--- src/rtl/minmax_job_arbiter.sv ---
// Two-requester job arbiter/sequencer in front of a shared min/max search engine.
// Optional engine watchdog: define MINMAX_ARB_TIMEOUT_EN.
module minmax_job_arbiter #(
  parameter int TO_CYCLES = 255
) (
  input  logic       clk,
  input  logic       rst,
  input  logic       req_valid_a,
  input  logic       req_valid_b,
  input  logic [3:0] req_addr_a,
  input  logic [3:0] req_addr_b,
  input  logic [4:0] req_data_a,
  input  logic [4:0] req_data_b,
  input  logic       req_last_a,
  input  logic       req_last_b,
  output logic       req_ready_a,
  output logic       req_ready_b,
  output logic       rsp_valid_a,
  output logic       rsp_valid_b,
  input  logic       rsp_ready_a,
  input  logic       rsp_ready_b,
  output logic [3:0] rsp_max_addr,
  output logic [4:0] rsp_max,
  output logic [4:0] rsp_min,
  output logic       rsp_ovf,
  output logic       rsp_err,
  output logic       eng_s_vi,
  output logic       eng_takein,
  output logic [3:0] eng_ai,
  output logic [4:0] eng_di,
  input  logic [3:0] eng_ao,
  input  logic [4:0] eng_do,
  input  logic [4:0] eng_do_min,
  input  logic       eng_vo,
  output logic       busy,
  output logic       owner
);

  localparam logic [1:0] S_IDLE = 2'd0;
  localparam logic [1:0] S_LOAD = 2'd1;
  localparam logic [1:0] S_RUN  = 2'd2;
  localparam logic [1:0] S_RESP = 2'd3;

  logic [1:0] state;
  logic       rr;
  logic [4:0] cnt;

  logic       b_valid;
  logic       b_last;
  logic [3:0] b_addr;
  logic [4:0] b_data;
  logic       acc;
  logic       fin;
  logic       rsp_done;
  logic       to_hit;

  // Owner's beat lane
  always_comb begin
    b_valid = req_valid_a;
    b_last  = req_last_a;
    b_addr  = req_addr_a;
    b_data  = req_data_a;
    if (owner) begin
      b_valid = req_valid_b;
      b_last  = req_last_b;
      b_addr  = req_addr_b;
      b_data  = req_data_b;
    end
  end

  assign acc = (state == S_LOAD) && b_valid;
  assign fin = acc && (b_last || (cnt == 5'd15));

  assign rsp_done = (state == S_RESP) &&
                    (owner ? rsp_ready_b : rsp_ready_a);

  assign busy        = (state != S_IDLE);
  assign eng_takein  = busy;
  assign req_ready_a = (state == S_LOAD) && !owner;
  assign req_ready_b = (state == S_LOAD) && owner;
  assign rsp_valid_a = (state == S_RESP) && !owner;
  assign rsp_valid_b = (state == S_RESP) && owner;

`ifdef MINMAX_ARB_TIMEOUT_EN
  localparam logic [7:0] TO_LIM = 8'(TO_CYCLES - 1);

  logic [7:0] to_cnt;

  always_ff @(posedge clk) begin
    if (rst || (state != S_RUN)) begin
      to_cnt <= '0;
    end else begin
      to_cnt <= to_cnt + 8'd1;
    end
  end

  assign to_hit = (state == S_RUN) && !eng_vo &&
                  (to_cnt == TO_LIM);
`else
  // No watchdog in this build: an error can never be raised
  assign to_hit = (TO_CYCLES < 0);
`endif

  always_ff @(posedge clk) begin
    if (rst) begin
      state        <= S_IDLE;
      rr           <= 1'b0;
      owner        <= 1'b0;
      cnt          <= '0;
      eng_s_vi     <= 1'b0;
      eng_ai       <= '0;
      eng_di       <= '0;
      rsp_max_addr <= '0;
      rsp_max      <= '0;
      rsp_min      <= '0;
      rsp_ovf      <= 1'b0;
      rsp_err      <= 1'b0;
    end else begin
      unique case (state)
        S_IDLE: begin
          if (req_valid_a || req_valid_b) begin
            owner   <= (req_valid_a && req_valid_b) ? rr
                                                    : req_valid_b;
            cnt     <= '0;
            rsp_ovf <= 1'b0;
            rsp_err <= 1'b0;
            state   <= S_LOAD;
          end
        end
        S_LOAD: begin
          eng_s_vi <= acc;
          if (acc) begin
            eng_ai <= b_addr;
            eng_di <= b_data;
            cnt    <= cnt + 5'd1;
          end
          if (fin) begin
            rsp_ovf <= !b_last;
            state   <= S_RUN;
          end
        end
        S_RUN: begin
          eng_s_vi <= 1'b0;
          if (eng_vo) begin
            rsp_max_addr <= eng_ao;
            rsp_max      <= eng_do;
            rsp_min      <= eng_do_min;
            state        <= S_RESP;
          end else if (to_hit) begin
            rsp_max_addr <= '0;
            rsp_max      <= '0;
            rsp_min      <= '0;
            rsp_err      <= 1'b1;
            state        <= S_RESP;
          end
        end
        S_RESP: begin
          if (rsp_done) begin
            rr    <= ~owner;
            state <= S_IDLE;
          end
        end
        default: state <= S_IDLE;
      endcase
    end
  end

endmodule

--- config.mk ---
export PLATFORM = sky130hd
export DESIGN_NAME = minmax_job_arbiter
export DESIGN_NICKNAME = d
export VERILOG_FILES = /design/src/rtl/minmax_job_arbiter.sv
export SDC_FILE = /design/constraint.sdc
export NUM_CORES = 1
export LEC_CHECK = 0
export CAP_MARGIN = 20
export CORE_MARGIN = 8
export CORE_UTILIZATION = 35
export DETAILED_ROUTE_END_ITERATION = 10
export PLACE_DENSITY = 0.79
export SLEW_MARGIN = 5
export SYNTH_ARGS = -nofsm -noshare
export SYNTH_HDL_FRONTEND = slang
export SYNTH_SLANG_ARGS = --single-unit
--- constraint.sdc ---
create_clock -name clk -period 3.52 [get_ports clk]
set_clock_uncertainty 0.2 [all_clocks]
set_input_delay 0.704 -clock clk [delete_from_list [all_inputs] [get_ports clk]]
set_output_delay 0.704 -clock clk [all_outputs]
set_load 0.005 [all_outputs]
== After elaboration in Yosys (flattened, before gate mapping) ==
Index checks and enable logic that the tools add are counted.
Word-level totals
  flip-flop bits (word level): 34
  bits of input ports: 41
  output and inout port bits: 33
  logic and storage cells: 63
Operators by class
  $add $sub $neg: 1
  eq/ne operators: 9
  mux-type cells: 18
  bitwise operators: 1
  reduce and logical (&&, ||, !) cells: 23
Operator list (count)
  2-to-1 mux 5 bit: 3
  != test 2 bit, second input constant: 5
  one-hot mux 5 bit (2 select lines): 1
  logical AND 1 bit: 8
  2-to-1 mux 2 bit: 4
  one-hot mux 2 bit (4 select lines): 1
  AND reduction 2 bit: 4
  2-to-1 mux 1 bit: 6
  AND reduction 3 bit: 2
  nonzero test 2 bit: 3
  adder 5 x 1 -> 5 bit, second input constant: 1
  equality test 5 x 4 -> 1 bit, second input constant: 1
  equality test 2 bit, second input constant: 2
  2-to-1 mux 4 bit: 1
  one-hot mux 1 bit (2 select lines): 2
  AND reduction 4 bit: 1
  equality test 2 x 1 -> 1 bit, second input constant: 1
  logical NOT 1 bit: 2
  logical NOT 2 bit: 1
  logical OR 1 bit: 2
  inverter 1 bit: 1

== Logic depth before layout (Yosys ltp) ==
  depth in word-level cells: 5
  gate-level depth with buffers: 7
  gate-level depth less buffers: 6

== Worst setup path after synthesis ==
OpenSTA, ideal clock, no wires.
  path kind: register to output
  start point: reg state[1]
  end point: out req_ready_b
  data arrival time: 0.928 ns
  required time: 2.616 ns
  path slack: 1.688 ns
  cell stages (with the launch flop): 5
  path buffers: 1
  cell sequence: dfxtp_1 -> inv_1 -> ha_1 -> buf_2 -> and2_1
Between the ends
  word-level cells in the longest chain between the ends: 2
RTL lines
  from (decl): RTL line 44  | logic [1:0] state;
  from (signal assigned): RTL line 106  | state <= S_IDLE;
  from (signal assigned): RTL line 127  | state <= S_LOAD;
  from (signal assigned): RTL line 139  | state <= S_RUN;
  equality test 2 x 1 -> 1 bit: RTL line 80  | assign req_ready_b = (state == S_LOAD) && owner;
  logical AND 1 bit: RTL line 80
  to (decl): RTL line 17  | output logic req_ready_b,
No other way between the ends.

== Final worst setup path ==
  start point: reg state[1]
  end point: out req_ready_a
Between the ends
  word-level cells in the longest chain between the ends: 2
RTL lines
  equality test 2 x 1 -> 1 bit: RTL line 79  | assign req_ready_a = (state == S_LOAD) && !owner;
  logical AND 1 bit: RTL line 79
  to (decl): RTL line 16  | output logic req_ready_a,
No other way between the ends.

==> run_results.csv <==
group,metric,value,unit
setup_path,start_kind,"flip-flop",
timing,slew_headroom,52.2,%
grt,grt_pass1_vias,1479,
synthesis,ys_seq_area_share,42.1,%
cts,root_buffer,"clkbuf_8",
drt,vias,1465,
layout,final_area,0.00245,mm^2
cts,numCtsBuffers,5,
grt,grt_pass1_wl,7130,um
timing,setup_slack,742,ps
timing,worstMarginPinSlew,717,ps
drt,drtPass1Iterations,4,
flow_run,max-cap-violations,0,
synthesis,ys_ff_latch,34,
die,rows,24,
layout,area_growth,51.4,%
placed_design,place_area,0.00234,mm^2
synthesis,synth.avg_cell_area,8.84,um^2
layout,diodes,0,
grt,antenna_found_initial,0,
drt,post_drt_wl_per_cell,14.2,um
drt,drt_iter0_drc,106,
power_and_ir_drop,p_leak,0.893,nW
synthesis,synth_top_family_by_area,"simple AND/OR/NAND/NOR gates",
synthesis,synthDistinctLibCells,34,
grt,gr-usage-all-layers,12.4,%
placed_design,place.gp.congestion,0.727,
setup_path,cp.arrival,1870,ps
cts,cts_setup_buffers,0,
synthesis,syn_inst,183,
die,io_pins,74,
setup_path,worstSetupPathType,"reg -> out",
setup_path,critPathMaxStageDelay,520,ps
synthesis,synth-xor-area-share,1.08,%
drt,antenna_left,0,
layout,nets,300,
placed_design,place_ws,823,ps
cts,htreeDepth,2,
cts,insertion_delay,290,ps
timing,finalSetupViolCount,0,
timing,min_period,2780,ps
power_and_ir_drop,peakVddDrop,0.248,mV
timing,maxSlewViolCount,0,
timing,timing.final.crit_share,78.9,%
synthesis,ys.warnings.count,0,
cts,hold_buffers,0,
power_and_ir_drop,power,0.00142,W
cts,cts_resized,0,
placed_design,portBuffers,72,
cts,cts.reportedPaths.clkPinSlew,70,ps
grt,grt_max_degree,31,
synthesis,synthSimpleGateAreaFrac,18.8,%
timing,hold_viol,0,
setup_path,path_cells,"inv_1 -> ha_1 -> nor2b_1 -> clkdlybuf4s50_1",
cts,clockBufferDepth,2,
synthesis,netlist_area,0.00162,mm^2
die,fp.dieH,84.0,um
synthesis,synth_nets,231,
synthesis,synth_compound_area_share,15.9,%
die,dieArea,0.00705,mm^2
min_path,hp-class,"reg -> reg",
timing,tns,0,ps
power_and_ir_drop,power.density,578,mW/mm^2
setup_path,crit_path_end_kind,"primary output",
grt,gr-total-overflow,0,
die,core_area,0.00441,mm^2
placed_design,dp_hpwl,3290,um
synthesis,synthAdderAreaFrac,5.41,%
drt,viasPerCell,4.82,
synthesis,synth.mux.area_fraction,10.1,%
cts,cts_tree,"done",
die,die_w,84.0,um
drt,drc_errors,0,
setup_path,cpMaxStageDelayCell,"clkdlybuf4s50_1",
die,initial_core_util,36.6,%
layout,drive_gt1_share,5.95,%
setup_path,cp_data_required_time,2620,ps
setup_path,path_max_fanout,11,
run_status,outcome,"complete, no violations",
timing,rsz0062_at_grt,"false",
drt,routed_wl,4310,um
cts,cts.sinks,34,
timing,fmax,0.360,GHz
[synthesized netlist by cell type, drive strengths merged]
cell | count | area, um^2
a21oi | 21 | 120
dfxtp | 34 | 681
conb | 1 | 3.75
nand2b | 3 | 18.8
nand3 | 2 | 10.0
a21bo | 1 | 10.0
and2 | 3 | 18.8
a222oi | 1 | 10.0
nand2 | 36 | 135
xnor2 | 2 | 17.5
clkbuf | 5 | 18.8
nor2b | 4 | 27.5
a211oi | 11 | 82.6
o21ai | 1 | 5.00
nor2 | 16 | 60.1
buf | 7 | 62.6
nand3b | 2 | 27.5
o22ai | 1 | 6.26
o211ai | 1 | 7.51
a32oi | 1 | 8.76
and3 | 1 | 6.26
ha | 7 | 87.6
inv | 6 | 22.5
o31ai | 1 | 7.51
mux2i | 15 | 163
[cell usage in the layout (no fill, tap or decap), types with 6 or more instances in the layout]
master,n
clkdlybuf4s50_1,72
nand2_1,36
dfxtp_1,34
a21oi_1,19
nor2_1,16
mux2i_1,14
a211oi_1,11
ha_1,7
inv_1,6
clkbuf_8,6
[final timing paths]
kind	from	end	slack, ps	depth (start not counted)
min	rsp_max[3]$_SDFFE_PP0P_	rsp_max[3]$_SDFFE_PP0P_	260	2
max	state[1]$_SDFFE_PP0P_	req_ready_a	740	4
min reg2reg	rsp_max[3]$_SDFFE_PP0P_	rsp_max[3]$_SDFFE_PP0P_	260	2
max reg2reg	state[1]$_SDFFE_PP0P_	eng_di[2]$_SDFFE_PP0P_	1330	5
[per-layer routing]
layer | wire [um] | share of wire [%] | track usage [%] | vias to the layer above
li1 | - | - | - | 749
met3 | 459 | 11 | 6.54 | 6
met5 | 0 | 0 | 0 | -
met4 | 59 | 1.4 | 6.12 | 0
met2 | 1770 | 41 | 18.2 | 62
met1 | 2010 | 47 | 14.4 | 648
[worst max-delay path, delay by kind of cell (launching register included)]
family / cells / cell delay [ps]
fa+ha+maj: 1 / 430
buf+inv: 2 / 620
flops: 1 / 340
simple gates: 1 / 180
[cell families after synthesis]
| kind of cell | Yosys count |
|---|---|
| AND/OR/NAND/NOR | 67 |
| AO/OA/AOI/OAI | 39 |
| flip-flops | 34 |
| buffers and inverters | 18 |
| multiplexers | 15 |
| adder cells (fa/ha/maj) | 7 |
| XOR/XNOR | 2 |
| other | 1 |
[flip-flops by register name, summed over array words and instances (netlist names)]
name          count
cnt               5
eng_ai            4
eng_di            5
eng_s_vi          1
owner             1
rr                1
rsp_max           5
rsp_max_addr      4
rsp_min           5
rsp_ovf           1
state             2
[stage by stage]
stage               instances  hold slack (ps)  util [%]
global placement          297              240      52.9
global route              304              278      55.5
detailed placement        297              249      52.9
floorplan                 183              253         -
finish                    304              256      55.5
CTS                       304              259      55.5
[cell type report]
| class | instances | area, um^2 |
|---|---|---|
| multi-input combinational | 131 | 833 |
| fill | 416 | 1960 |
| clock inverter | 1 | 30.0 |
| clock buffer | 6 | 82.6 |
| inverter | 6 | 22.5 |
| timing repair buffer | 74 | 736 |
| sequential | 34 | 681 |
| tap | 52 | 65.1 |
[power breakdown]
group / leakage [nW] / switching [W] / total [W] / internal [W]
Clock: 0.0573 / 0.000138 / 0.000364 / 0.000226
Sequential: 0.276 / 0.0000493 / 0.000496 / 0.000447
Combinational: 0.560 / 0.000260 / 0.000556 / 0.000296
Total: 0.893 / 0.000447 / 0.00142 / 0.000969
Power figures use the tool's default switching activity.
==> RTL edit 1, RTL diff (same flow settings) <==
Add a define of `MINMAX_ARB_TIMEOUT_EN`.
--- a/src/rtl/minmax_job_arbiter.sv
+++ b/src/rtl/minmax_job_arbiter.sv
@@ -1,5 +1,7 @@
 // Two-requester job arbiter/sequencer in front of a shared min/max search engine.
 // Optional engine watchdog: define MINMAX_ARB_TIMEOUT_EN.
+`define MINMAX_ARB_TIMEOUT_EN
+
 module minmax_job_arbiter #(
   parameter int TO_CYCLES = 255
 ) (
Formal check against the unedited RTL: same outputs for any inputs over 10 cycles, from zero or initial values and one cycle with rst high; that may be too few to reach the edited logic, so the function may still have changed.
==> RTL edit 1 against the unedited design <==
Sequential share of layout area up 3.3 points. Clock power down 13%. Area after synthesis up 17%. Wire length up 9.7%. Design area up 13%. Power up 6.6%. Sequential cell count up 9. Worst setup slack better by 0.11 ns.
==> RTL edit 1: results (changes against the unedited design) <==
Outcome - finished, final reports clean (unchanged)
Synth unique cells - 36 (was 34)
Leakage power - 1.024 nW (was 0.8934 nW)
Hold WC Path Type - reg -> reg (unchanged)
YS warnings - 0 (unchanged)
Asr flop ratio synth - 0% (unchanged)
CTS Root Cell - clkbuf_8 (unchanged)
DP Cell Count - 333 (was 297)
Pre-antenna DRT Iters - 4 (unchanged)
First-pass GRT wire length - 7824 um (was 7127 um)
Synth top cells by count - 43 x dfxtp_1, 25 x nor2_1, 14 x a22o_1, 14 x mux2i_1, 13 x nand2_1 (was 36 x nand2_1, 34 x dfxtp_1, 19 x a21oi_1, 16 x nor2_1, 14 x mux2i_1)
Reg2Reg Depth - 6 (was 5)
Delay-heaviest family, CP - buffers and inverters (unchanged)
Dominant cells by area after synthesis - dfxtp_1 46%, mux2i_1 7.4%, a22o_1 6.5% (was dfxtp_1 42%, mux2i_1 8.7%, nand2_1 8.4%)
Fraction of layout cells with a size suffix above 1 - 5.535% (was 5.952%)
Mapped Nets - 245 (was 231)
Number of post-CTS setup repair buffers - 0 (unchanged)
Worst-Skew Late Latency - 0.30 ns
Layout net count - 319 (was 300)
Avg Cell Area, Syn - 9.620 um^2 (was 8.840 um^2)
FF-to-FF setup slack - 1.23 ns (was 1.33 ns)
Final min period - 2.669 ns (was 2.778 ns)
DR vias/cell - 4.848 (was 4.819)
NetSw - 0.4963 mW (was 0.4469 mW)
Most flops, register - to_cnt
Max VDD drop - 0.0002546 V (was 0.0002485 V)
Flip-flop count of the largest register after layout - 8
Slew @ Worst Pin - 1.013 ns (was 0.7171 ns)
Initial antenna violation count - 0 (unchanged)
Number of port buffers - 73 (was 72)
Depth of the worst hold-timing path - 2 (unchanged)
Detailed Place HPWL - 3668 um (was 3285 um)
Iter 0 DRT Violations - 74 (was 106)
Htree depth - 2 (unchanged)
GR Util All Layers - 12.50% (was 12.42%)
Clock Path Buffers - 2 (unchanged)
Num CTS Buffers - 5 (unchanged)
DR WL/cell - 13.85 um (was 14.16 um)
CTS clk-pin slew, worst paths - 0.09 ns (was 0.07 ns)
Crit-path slowest cell - clkdlybuf4s50_1 (unchanged)
Sequential area share after synthesis - 45.65% (was 42.07%)
Gpl congestion - 0.7281 (was 0.7273)
Antenna diode count - 0 (unchanged)
Vias after detailed routing - 1653 (was 1465)
Pin count of the biggest net entering global routing - 19 (was 31)
Place WS - 0.7436 ns (was 0.8231 ns)
Crit Path Max Fanout - 8 (was 11)
CP max stage delay - 0.51 ns
CP arrival - 1.77 ns (was 1.87 ns)
[RTL edit 1: cell count changes after synthesis, moves of 3 or more]
| cell | unedited run | this run |
|---|---|---|
| xor2_1 | 0 | 3 |
| a21oi_1 | 19 | 10 |
| nor2_1 | 16 | 25 |
| a22o_1 | 0 | 14 |
| dfxtp_1 | 34 | 43 |
| nand2_1 | 36 | 13 |
| clkbuf_1 | 5 | 2 |
| o21ai_0 | 1 | 5 |
[RTL edit 1: worst register-to-register path: stages (launching register included)]
cell      delay (ns)
dfxtp_1         0.69
buf_4           0.28
mux2i_2         0.12
nor2b_2         0.41
buf_4           0.26
nor2_1          0.05
a211oi_1        0.20
[RTL edit 1: cell type report]
class / instances / area [um^2]
Tap cell: 70 / 87.58
Timing Repair Buffer: 76 / 753.2
Inverter: 8 / 30.03
Clock buffer: 5 / 68.82
Sequential cell: 43 / 860.8
Multi-Input combinational cell: 136 / 944.7
Fill cell: 491 / 2370
Clock inverter: 3 / 25.02
[RTL edit 1: power groups by stage]
| stage | sequential, mW | combinational (mW) | clock, mW |
|---|---|---|---|
| final | 0.605 | 0.586 | 0.318 |
| after global routing | 0.617 | 0.649 | 0.352 |
| after CTS | 0.607 | 0.593 | 0.331 |
| after detailed placement | 0.617 | 0.589 | 0 |
| after global placement | 0.613 | 0.581 | 0 |
| after floorplan | 0.604 | 0.354 | 0 |
[RTL edit 1: logic make-up after synthesis]
logic type,count (synthesis),synth area share [%]
xor+xnor,4,1.858
compound gates,48,19.58
mux,15,8.162
buf+inv,17,4.247
flops,43,45.65
fa+ha+maj,8,5.309
simple gates,61,15.20
[RTL edit 1: path summary, 6_finish.rpt]
| path | start | end |
|---|---|---|
| min reg2reg | eng_s_vi$_SDFFE_PP0P_ | eng_s_vi$_SDFFE_PP0P_ |
| max | state[1]$_SDFFE_PP0P_ | req_ready_a |
| min | eng_s_vi$_SDFFE_PP0P_ | eng_s_vi$_SDFFE_PP0P_ |
| max reg2reg | owner$_SDFFE_PP0P_ | eng_ai[2]$_SDFFE_PP0P_ |
[RTL edit 1: metrics by stage]
stage / hold slack [ns] / utilization, % / cell area, um^2
after floorplan: 0.2300 / - / 1886
after global placement: 0.2526 / 52.07 / 2676
after detailed placement: 0.2581 / 52.07 / 2676
after CTS: 0.2738 / 53.89 / 2770
after global routing: 0.3011 / 53.89 / 2770
final: 0.2710 / 53.89 / 2770
[RTL edit 1: metal layers]
layer  GRT usage [%]  routed length [um]
met2           18.52                1926
met5               0                   0
met4           4.079                  29
met1           15.35                2273
met3           6.158                 492
==> RTL edit 2, RTL diff (same flow settings) <==
Made on the original files. Compare `cnt` against `5'd15` with >= in place of ==.
--- a/src/rtl/minmax_job_arbiter.sv
+++ b/src/rtl/minmax_job_arbiter.sv
@@ -69,7 +69,7 @@
   end
 
   assign acc = (state == S_LOAD) && b_valid;
-  assign fin = acc && (b_last || (cnt == 5'd15));
+  assign fin = acc && (b_last || (cnt >= 5'd15));
 
   assign rsp_done = (state == S_RESP) &&
                     (owner ? rsp_ready_b : rsp_ready_a);
Formal check against the unedited RTL: same outputs for any inputs over 10 cycles, from zero or initial values and one cycle with rst high; that may be too few to reach the edited logic, so the function may still have changed.
==> RTL edit 2 against the unedited design <==
Sequential cell count did not move. Area after synthesis rose by 0.62%. Worst setup slack improved by 0.062 ns. Power fell by 4.7%. Count of clock-buffer cells in the layout rose by 1. Wire length rose by 2.2%. Design area rose by 0.97%. Critical endpoint unchanged. Highest routed layer unchanged.
==> RTL edit 2: results (changes against the unedited design) <==
Clock Power Share - 21.9% (was 25.7%)
Synth unique cells - 33 (was 34)
Sw frac - 33.24% (was 31.56%)
Layout net count - 307 (was 300)
Complex-gate fraction of the synthesized area - 17.91% (was 15.93%)
Crit Path Max Fanout - 13 (was 11)
Outcome - finished, final reports clean (unchanged)
Detailed Place HPWL - 3437 um (was 3285 um)
RR Startpoint - owner$_SDFFE_PP0P_ (was state[1]$_SDFFE_PP0P_)
Drt total wl - 4399 um (was 4306 um)
RR Endpoint - eng_ai[0]$_SDFFE_PP0P_ (was eng_di[2]$_SDFFE_PP0P_)
Pwr Total - 1.350 mW (was 1.416 mW)
First-pass GRT wire length - 7093 um (was 7127 um)
Leakage power - 0.8806 nW (was 0.8934 nW)
Adder-Cell Fraction of Synth Area - 4.612% (was 5.414%)
Sequential power - 0.482 mW (was 0.496 mW)
Fill count - 432 (was 416)
Min-delay src - rsp_min[3]$_SDFFE_PP0P_ (was rsp_max[3]$_SDFFE_PP0P_)
F_max - 0.3682 GHz (was 0.3600 GHz)
Number of global-route vias before repair - 1475 (was 1479)
Gpl congestion - 0.7452 (was 0.7273)
Pin count of the biggest net entering global routing - 15 (was 31)
Fraction of layout cells with a size suffix above 1 - 8.429% (was 5.952%)
Iter 0 DRT Violations - 95 (was 106)
Placed cell area - 2382 um^2 (was 2337 um^2)
Hold Path Sink - rsp_min[3]$_SDFFE_PP0P_ (was rsp_max[3]$_SDFFE_PP0P_)
Sequential area share after synthesis - 41.81% (was 42.07%)
## RTL edit 2: cell type report
class | instances | share of cell area, %
clock buffer | 7 | 3.490
clock inverter | 1 | 0.2023
inverter | 5 | 0.7587
multi-input combinational | 137 | 34.65
sequential | 34 | 27.52
tap | 54 | 2.731
timing repair buffer | 77 | 30.65
## RTL edit 2: worst reg2reg max path: cells and delay by family (launching register included)
kind	cells	cell delay, ns
buf+inv	2	0.59
flops	1	0.52
simple gates	2	0.52
compound gates	1	0.18
mux	1	0.11
## RTL edit 2: routing by layer
layer	up-vias	track usage (%)	wire length, um
li1	788	-	-
met1	714	14.01	1871
met2	30	20.40	2266
met3	6	3.582	205
met4	0	4.239	55
met5	-	0	0
## RTL edit 2: metrics by stage
| step | hold WS (ns) | cells |
|---|---|---|
| after floorplan | 0.2527 | 189 |
| final | 0.2533 | 315 |
| after global placement | 0.2412 | 307 |
| after detailed placement | 0.2467 | 307 |
| after CTS | 0.2562 | 315 |
| after global routing | 0.2810 | 315 |
